$ cat src/rtl/multicycle_sequencer_pkg.sv
// cpu_pkg: opcodes, sequencer state encodings and PC source selects shared
// by the multicycle core sequencer, its wait timer and the datapath.
// No ports; pure type/constant package.
package cpu_pkg;

  localparam logic [3:0] OP_AND  = 4'd0;
  localparam logic [3:0] OP_ADD  = 4'd1;
  localparam logic [3:0] OP_SUB  = 4'd2;
  localparam logic [3:0] OP_ADDI = 4'd3;
  localparam logic [3:0] OP_ANDI = 4'd4;
  localparam logic [3:0] OP_LW   = 4'd5;
  localparam logic [3:0] OP_LB   = 4'd6;
  localparam logic [3:0] OP_SW   = 4'd7;
  localparam logic [3:0] OP_BGT  = 4'd8;
  localparam logic [3:0] OP_BLT  = 4'd9;
  localparam logic [3:0] OP_BEQ  = 4'd10;
  localparam logic [3:0] OP_BNE  = 4'd11;
  localparam logic [3:0] OP_JMP  = 4'd12;
  localparam logic [3:0] OP_CALL = 4'd13;
  localparam logic [3:0] OP_RET  = 4'd14;
  localparam logic [3:0] OP_SV   = 4'd15;

  typedef enum logic [2:0] {
    ST_IF   = 3'd0,
    ST_ID   = 3'd1,
    ST_EX   = 3'd2,
    ST_MEM  = 3'd3,
    ST_WB   = 3'd4,
    ST_HALT = 3'd7
  } state_t;

  localparam logic [1:0] PCSRC_INC = 2'b00;
  localparam logic [1:0] PCSRC_BR  = 2'b01;
  localparam logic [1:0] PCSRC_JMP = 2'b10;
  localparam logic [1:0] PCSRC_REG = 2'b11;

  function automatic logic is_branch(input logic [3:0] op);
    return (op == OP_BGT) || (op == OP_BLT) || (op == OP_BEQ) || (op == OP_BNE);
  endfunction

  function automatic logic is_load(input logic [3:0] op);
    return (op == OP_LW) || (op == OP_LB);
  endfunction

endpackage

$ cat src/rtl/multicycle_sequencer_if.sv
// Sequencer <-> datapath/memory bundle: decoded control and readies in,
// per-cycle strobes, sticky bus error and debug state out.
// master = sequencer side, slave = datapath/memory/test side.
interface multicycle_sequencer_if;
  logic [3:0] op;
  logic       ctl_reg_wr;
  logic       ctl_mem_rd;
  logic       ctl_mem_wr;
  logic       zero;
  logic       negative;
  logic       imem_ready;
  logic       dmem_ready;
  logic       imem_rd;
  logic       ir_wr;
  logic       pc_wr;
  logic [1:0] pc_src;
  logic       alu_en;
  logic       dmem_rd;
  logic       dmem_wr;
  logic       reg_wr;
  logic       instr_done;
  logic       bus_err;
  logic [2:0] state;

  modport master (
    input  op, ctl_reg_wr, ctl_mem_rd, ctl_mem_wr, zero, negative,
           imem_ready, dmem_ready,
    output imem_rd, ir_wr, pc_wr, pc_src, alu_en, dmem_rd, dmem_wr,
           reg_wr, instr_done, bus_err, state
  );

  modport slave (
    output op, ctl_reg_wr, ctl_mem_rd, ctl_mem_wr, zero, negative,
           imem_ready, dmem_ready,
    input  imem_rd, ir_wr, pc_wr, pc_src, alu_en, dmem_rd, dmem_wr,
           reg_wr, instr_done, bus_err, state
  );
endinterface

$ cat src/rtl/multicycle_sequencer_wait_timer.sv
// seq_wait_timer: counts consecutive not-ready cycles of a memory wait.
// Ports: clk, reset_n, wait_req (waiting this cycle), timeout (pulse).
// timeout fires combinationally on the MEM_TIMEOUT-th wait cycle; 0 disables.
module seq_wait_timer #(
  parameter int MEM_TIMEOUT = 15
) (
  input  logic clk,
  input  logic reset_n,
  input  logic wait_req,
  output logic timeout
);
  localparam int CW = (MEM_TIMEOUT < 2) ? 1 : $clog2(MEM_TIMEOUT + 1);

  logic [CW-1:0] cnt;
  logic [CW-1:0] cnt_nxt;

  assign cnt_nxt = cnt + 1'b1;
  // cnt holds waits already seen, so compare the count including this cycle
  assign timeout = (MEM_TIMEOUT != 0) && wait_req && (cnt_nxt == CW'(MEM_TIMEOUT));

  // Any non-wait cycle is either a ready or a state change, both clear.
  always_ff @(posedge clk or negedge reset_n) begin
    if (!reset_n)                  cnt <= '0;
    else if (wait_req && !timeout) cnt <= cnt_nxt;
    else                           cnt <= '0;
  end
endmodule

$ cat src/rtl/multicycle_sequencer.sv
// multicycle_sequencer: IF/ID/EX/MEM/WB sequencing FSM for the 16-bit core.
// Ports: clk, reset_n, bus (multicycle_sequencer_if.master); with
// MULTICYCLE_PERF_EN defined also perf_cycles/perf_instrs[PERF_W-1:0].
// Strobes are combinational from state/op/flags/ready and forced low in reset.
module multicycle_sequencer
  import cpu_pkg::*;
#(
  parameter int MEM_TIMEOUT = 15
`ifdef MULTICYCLE_PERF_EN
  , parameter int PERF_W = 32
`endif
) (
  input  logic clk,
  input  logic reset_n,
`ifdef MULTICYCLE_PERF_EN
  output logic [PERF_W-1:0] perf_cycles,
  output logic [PERF_W-1:0] perf_instrs,
`endif
  multicycle_sequencer_if.master bus
);
  state_t     st;
  logic       bus_err_q;
  logic       waiting, timeout, taken;
  logic       imem_rd, ir_wr, pc_wr, alu_en, dmem_rd, dmem_wr, reg_wr, done;
  logic [1:0] pc_src;

  assign waiting = ((st == ST_IF)  && !bus.imem_ready) ||
                   ((st == ST_MEM) && !bus.dmem_ready);

  seq_wait_timer #(.MEM_TIMEOUT(MEM_TIMEOUT)) u_wait_timer (
    .clk      (clk),
    .reset_n  (reset_n),
    .wait_req (waiting),
    .timeout  (timeout)
  );

  always_comb begin
    taken = 1'b0;
    case (bus.op)
      OP_BGT:  taken = !bus.zero && !bus.negative;
      OP_BLT:  taken = bus.negative;
      OP_BEQ:  taken = bus.zero;
      OP_BNE:  taken = !bus.zero;
      default: taken = 1'b0;
    endcase
  end

  always_comb begin
    imem_rd = 1'b0; ir_wr = 1'b0; pc_wr = 1'b0; pc_src = PCSRC_INC;
    alu_en = 1'b0; dmem_rd = 1'b0; dmem_wr = 1'b0; reg_wr = 1'b0; done = 1'b0;
    case (st)
      ST_IF: begin
        imem_rd = 1'b1;
        if (bus.imem_ready) begin
          ir_wr = 1'b1;
          pc_wr = 1'b1;
        end
      end
      ST_ID: begin
        case (bus.op)
          OP_JMP:  begin pc_wr = 1'b1; pc_src = PCSRC_JMP; done = 1'b1; end
          OP_RET:  begin pc_wr = 1'b1; pc_src = PCSRC_REG; done = 1'b1; end
          OP_CALL: begin pc_wr = 1'b1; pc_src = PCSRC_JMP; end
          default: ;
        endcase
      end
      ST_EX: begin
        alu_en = 1'b1;
        if (is_branch(bus.op)) begin
          pc_wr  = taken;
          pc_src = PCSRC_BR;
          done   = 1'b1;
        end
      end
      ST_MEM: begin
        dmem_rd = bus.ctl_mem_rd;
        dmem_wr = bus.ctl_mem_wr;
        if (bus.dmem_ready && !is_load(bus.op)) done = 1'b1;
      end
      ST_WB: begin
        reg_wr = bus.ctl_reg_wr;
        done   = 1'b1;
      end
      default: ;
    endcase
    // Strobes are decoded from the reset state, so mask them while in reset.
    if (!reset_n) begin
      imem_rd = 1'b0; ir_wr = 1'b0; pc_wr = 1'b0; pc_src = PCSRC_INC;
      alu_en = 1'b0; dmem_rd = 1'b0; dmem_wr = 1'b0; reg_wr = 1'b0; done = 1'b0;
    end
  end

  always_ff @(posedge clk or negedge reset_n) begin
    if (!reset_n) begin
      st        <= ST_IF;
      bus_err_q <= 1'b0;
    end else begin
      case (st)
        ST_IF: begin
          if (timeout) begin
            st        <= ST_HALT;
            bus_err_q <= 1'b1;
          end else if (bus.imem_ready) begin
            st <= ST_ID;
          end
        end
        ST_ID: begin
          case (bus.op)
            OP_JMP, OP_RET: st <= ST_IF;
            OP_CALL:        st <= ST_WB;
            OP_SV:          st <= ST_MEM;
            default:        st <= ST_EX;
          endcase
        end
        ST_EX: begin
          if (is_branch(bus.op))                                      st <= ST_IF;
          else if (is_load(bus.op) || (bus.op == OP_SW))              st <= ST_MEM;
          else                                                        st <= ST_WB;
        end
        ST_MEM: begin
          if (timeout) begin
            st        <= ST_HALT;
            bus_err_q <= 1'b1;
          end else if (bus.dmem_ready) begin
            st <= is_load(bus.op) ? ST_WB : ST_IF;
          end
        end
        ST_WB:   st <= ST_IF;
        ST_HALT: st <= ST_HALT;
        default: st <= ST_IF;
      endcase
    end
  end

`ifdef MULTICYCLE_PERF_EN
  always_ff @(posedge clk or negedge reset_n) begin
    if (!reset_n) begin
      perf_cycles <= '0;
      perf_instrs <= '0;
    end else begin
      if (st != ST_HALT) perf_cycles <= perf_cycles + 1'b1;
      if (done)          perf_instrs <= perf_instrs + 1'b1;
    end
  end
`endif

  assign bus.imem_rd    = imem_rd;
  assign bus.ir_wr      = ir_wr;
  assign bus.pc_wr      = pc_wr;
  assign bus.pc_src     = pc_src;
  assign bus.alu_en     = alu_en;
  assign bus.dmem_rd    = dmem_rd;
  assign bus.dmem_wr    = dmem_wr;
  assign bus.reg_wr     = reg_wr;
  assign bus.instr_done = done;
  assign bus.bus_err    = bus_err_q;
  assign bus.state      = st;
endmodule

$ cat src/flat_wrapper.sv
// flat-port wrapper written by rule: the top's interface ports become plain ports
module multicycle_sequencer_flat import cpu_pkg::*;
#(
  parameter int MEM_TIMEOUT = 15

)
  (clk, reset_n, bus_op, bus_ctl_reg_wr, bus_ctl_mem_rd, bus_ctl_mem_wr, bus_zero, bus_negative, bus_imem_ready, bus_dmem_ready, bus_imem_rd, bus_ir_wr, bus_pc_wr, bus_pc_src, bus_alu_en, bus_dmem_rd, bus_dmem_wr, bus_reg_wr, bus_instr_done, bus_bus_err, bus_state);
  multicycle_sequencer_if bus_i ();
  input  logic clk;
  input  logic reset_n;
  input wire logic [$bits(bus_i.op)-1:0] bus_op;
  input wire logic [$bits(bus_i.ctl_reg_wr)-1:0] bus_ctl_reg_wr;
  input wire logic [$bits(bus_i.ctl_mem_rd)-1:0] bus_ctl_mem_rd;
  input wire logic [$bits(bus_i.ctl_mem_wr)-1:0] bus_ctl_mem_wr;
  input wire logic [$bits(bus_i.zero)-1:0] bus_zero;
  input wire logic [$bits(bus_i.negative)-1:0] bus_negative;
  input wire logic [$bits(bus_i.imem_ready)-1:0] bus_imem_ready;
  input wire logic [$bits(bus_i.dmem_ready)-1:0] bus_dmem_ready;
  output wire logic [$bits(bus_i.imem_rd)-1:0] bus_imem_rd;
  output wire logic [$bits(bus_i.ir_wr)-1:0] bus_ir_wr;
  output wire logic [$bits(bus_i.pc_wr)-1:0] bus_pc_wr;
  output wire logic [$bits(bus_i.pc_src)-1:0] bus_pc_src;
  output wire logic [$bits(bus_i.alu_en)-1:0] bus_alu_en;
  output wire logic [$bits(bus_i.dmem_rd)-1:0] bus_dmem_rd;
  output wire logic [$bits(bus_i.dmem_wr)-1:0] bus_dmem_wr;
  output wire logic [$bits(bus_i.reg_wr)-1:0] bus_reg_wr;
  output wire logic [$bits(bus_i.instr_done)-1:0] bus_instr_done;
  output wire logic [$bits(bus_i.bus_err)-1:0] bus_bus_err;
  output wire logic [$bits(bus_i.state)-1:0] bus_state;
  assign bus_i.op = bus_op;
  assign bus_i.ctl_reg_wr = bus_ctl_reg_wr;
  assign bus_i.ctl_mem_rd = bus_ctl_mem_rd;
  assign bus_i.ctl_mem_wr = bus_ctl_mem_wr;
  assign bus_i.zero = bus_zero;
  assign bus_i.negative = bus_negative;
  assign bus_i.imem_ready = bus_imem_ready;
  assign bus_i.dmem_ready = bus_dmem_ready;
  assign bus_imem_rd = bus_i.imem_rd;
  assign bus_ir_wr = bus_i.ir_wr;
  assign bus_pc_wr = bus_i.pc_wr;
  assign bus_pc_src = bus_i.pc_src;
  assign bus_alu_en = bus_i.alu_en;
  assign bus_dmem_rd = bus_i.dmem_rd;
  assign bus_dmem_wr = bus_i.dmem_wr;
  assign bus_reg_wr = bus_i.reg_wr;
  assign bus_instr_done = bus_i.instr_done;
  assign bus_bus_err = bus_i.bus_err;
  assign bus_state = bus_i.state;
  multicycle_sequencer #(.MEM_TIMEOUT(MEM_TIMEOUT)) u_core (.clk(clk), .reset_n(reset_n), .bus(bus_i));
endmodule
$ cat config.mk
export PLATFORM = sky130hd
export DESIGN_NAME = multicycle_sequencer_flat
export DESIGN_NICKNAME = d
export VERILOG_FILES = /design/src/rtl/multicycle_sequencer_pkg.sv /design/src/rtl/multicycle_sequencer_if.sv /design/src/rtl/multicycle_sequencer_wait_timer.sv /design/src/rtl/multicycle_sequencer.sv /design/src/flat_wrapper.sv
export SDC_FILE = /design/constraint.sdc
export NUM_CORES = 1
export LEC_CHECK = 0
export ABC_AREA = 1
export BUFFER_PORTS_ARGS = -buffer_cell sky130_fd_sc_hd__buf_2
export CORE_MARGIN = 2
export CORE_UTILIZATION = 48
export CTS_CLUSTER_SIZE = 30
export DETAILED_ROUTE_END_ITERATION = 10
export HOLD_SLACK_MARGIN = 0.12
export PLACE_DENSITY_LB_ADDON = 0.12
export SKIP_LAST_GASP = 1
export SLEW_MARGIN = 5
export SYNTH_ARGS = -nofsm -noshare
export SYNTH_HDL_FRONTEND = slang
export SYNTH_HIERARCHICAL = 1
export SYNTH_SLANG_ARGS = --single-unit
$ cat constraint.sdc
create_clock -name clk -period 1.9 [get_ports clk]
set_clock_uncertainty 0.1 [all_clocks]
set_input_delay 0.57 -clock clk [delete_from_list [all_inputs] [get_ports clk]]
set_output_delay 0.57 -clock clk [all_outputs]
set_load 0.01 [all_outputs]
==> results.json <==
{
  "outcome": "complete, but fails checks",
  "failed_checks": "setup timing",
  "p_switching_w": 0.000530,
  "grtUsageMet3_pct": 6.81,
  "routed_via_density": 4.75,
  "drive_gt1_share_pct": 45.3,
  "swShare_pct": 45.5,
  "grtUsageMet2_pct": 41.5,
  "h-tree-depth": 1,
  "clock_sinks": 8,
  "tightestPinTransition_ns": 0.208,
  "leakage_nw": 0.665,
  "start_util_pct": 50.3,
  "synth_area_um2": 739,
  "synth_edf_count": 0,
  "wl_per_cell_um": 11.1,
  "ir_drop_v": 0.000593,
  "cts-root-buf": "clkbuf_4",
  "synthCells": 127,
  "power_frac_seq_pct": 25.5,
  "cts_tree": "yes",
  "synth_cell_types": 20,
  "ys_seq_elements": 8,
  "diodes": 0,
  "die_w_um": 43.3,
  "dp_hpwl_um": 1630,
  "cap_violations": 0,
  "cts.clk_slew.worst_paths_ns": 0.07,
  "fin_area_um2": 1170,
  "drc": 0,
  "crit_path_start": "bus_op[2]",
  "yosysTopAreaCell": "dfrtp_1",
  "hp-class": "input port to async pin",
  "syn_nets": 142,
  "synth_ff_type": "dfrtp_1",
  "drtIter0Drc": 18,
  "rows": 14,
  "cp-start-kind": "input port",
  "grt_usage_pct": 26.1,
  "timing.final.crit_share_pct": 110,
  "timing_hold_violations_final": 0,
  "grt_pass1_vias": 872,
  "setup_violations": 7,
  "place_congestion": 0.941,
  "io-pin-count": 27,
  "drtAntennaViolNets": 0,
  "drt_first_pass_iters": 4,
  "grt_max_degree": 8,
  "fp.dieH_um": 43.3,
  "finish.utilization_pct": 79.3,
  "postSynth.asyncResetShare_pct": 100,
  "path_class": "input port to output pin",
  "vias": 935,
  "max_freq_mhz": 481,
  "placed_area_um2": 1010,
  "cp-end-kind": "output pin",
  "syn-mean-instance-area_um2": 5.82,
  "synth_top_area_share_pct": 27.1,
  "synth.most_common_cell": "nand2_1",
  "antenna_found_initial": 0,
  "whs_ns": 0.141,
  "synth_area_leaders": "dfrtp_1 27%, nand2_1 18%, nor2_1 14%, inv_1 11%, nand3_1 7.4%",
  "clockPowerShare_pct": 11.4,
  "rr_worst_depth": 11,
  "p_per_area_nw_per_um2": 998,
  "dieArea_um2": 1870,
  "worstPathRequired_ns": 1.23,
  "synth.yosys.seq_area_share_pct": 27.1,
  "drv_slew": 0,
  "area_growth_pct": 57.9,
  "wirelength_um": 2190,
  "r2r_slack_ns": 0.07,
  "numPortBuffers": 26,
  "layout_min_cycle_time_ns": 2.08,
  "arrival_ns": 1.41,
  "cts_buffers": 3,
  "met1_usage_pct": 33.3,
  "synth_commonest_cells": "35 x nand2_1, 27 x nor2_1, 22 x inv_1",
  "setup_slack_ns": -0.181,
  "clk_latency_ns": 0.26,
  "rsz0062_at_grt": "true",
  "ctsLongestPathBuffers": 2,
  "gr-total-overflow": 0,
  "slew_headroom_pct": 86.1,
  "grt_pass1_wl_um": 3680,
  "preCtsSetupSlack_ns": -0.195,
  "busiest_layer": "met2",
  "p_int_w": 0.000635,
  "reg2reg_to": "u_core/bus.state[2]",
  "nNetsFinal": 198,
  "power_frac_comb_pct": 63.1,
  "crit-reg2reg-launch": "u_core/bus.state[2]",
  "yosys_warnings": 6,
  "timing.setup.tns_ns": -0.662,
  "critPathMaxFanout": 4,
  "core_um2": 1470
}
cell usage in the layout (no fill, tap or decap), types with 2 or more instances in the layout:
master,count
nand3_2,2
inv_1,21
dfrtp_2,3
nand2_2,8
nor2_4,4
o21ai_0,2
nand3_1,10
clkbuf_4,3
buf_4,23
nand4_1,3
nor3_2,2
dfrtp_1,5
nor2_2,6
buf_2,26
nand2_1,31
inv_2,2
o21ai_1,2
nor2_1,19
kinds of logic after synthesis:
family,after synthesis,share of synthesized area (%)
compound gates,7,5.58
fa+ha+maj,2,3.38
buf+inv,23,11.7
flops,8,27.1
simple gates,87,52.3
power by group through the flow:
| stage | logic [W] | registers [W] | clock network (W) |
|---|---|---|---|
| finish | 0.000734 | 0.000297 | 0.000133 |
| global route | 0.000826 | 0.000305 | 0.000146 |
| CTS | 0.000655 | 0.000297 | 0.000136 |
| detailed placement | 0.000568 | 0.000285 | 0 |
| global placement | 0.000557 | 0.000282 | 0 |
| floorplan | 0.000332 | 0.000291 | 0 |
registers in the layout, indices dropped and copies added, names as in the netlist:
name	count
u_core/bus.state	3
u_core/bus.bus_err	1
u_core/u_wait_timer/cnt	4
repair_timing:
item	4_1_cts	5_1_grt
pin swaps	6	9
setup buffers	5	5
gates resized for setup	14	9
setup endpoints to repair	8	13
hold endpoints to repair	1	0
hold buffers	1	0
layer usage:
| metal | vias to the layer above | routed length, um | part of all wire, % |
|---|---|---|---|
| met4 | 0 | 42 | 1.9 |
| met3 | 6 | 114 | 5.2 |
| met5 | - | 0 | 0 |
| met1 | 394 | 991 | 45 |
| li1 | 505 | - | - |
| met2 | 30 | 1040 | 48 |
metrics by stage:
| step | instances | power (W) |
|---|---|---|
| after floorplan | 127 | 0.000623 |
| after global placement | 184 | 0.000839 |
| after detailed placement | 184 | 0.000852 |
| after CTS | 192 | 0.00109 |
| after global routing | 197 | 0.00128 |
| final | 197 | 0.00116 |
layout make-up:
| class | instances | area, um2 |
|---|---|---|
| multi-input cells | 96 | 510 |
| repair buffers | 51 | 324 |
| fillers | 111 | 304 |
| flip-flops and latches | 8 | 204 |
| inverters | 23 | 86.3 |
| clock buffers | 3 | 22.5 |
| well taps | 16 | 20.0 |
worst max-delay path, stage by stage:
cell     delay, ns
buf_2         0.12
inv_1         0.10
nand2_1       0.12
nor2_4        0.14
o21ai_1       0.07
a21oi_1       0.14
buf_2         0.15
worst max path at each step:
| stage | endpoint | slack, ns |
|---|---|---|
| after global routing | bus_instr_done | -0.30 |
| final | bus_pc_src[0] | -0.18 |
| after floorplan | bus_pc_wr | 0.06 |
| after detailed placement | bus_pc_src[0] | -0.20 |
| after global placement | bus_pc_wr | -0.15 |
| after CTS | bus_pc_src[0] | -0.16 |
Power figures use the tool's default switching activity.
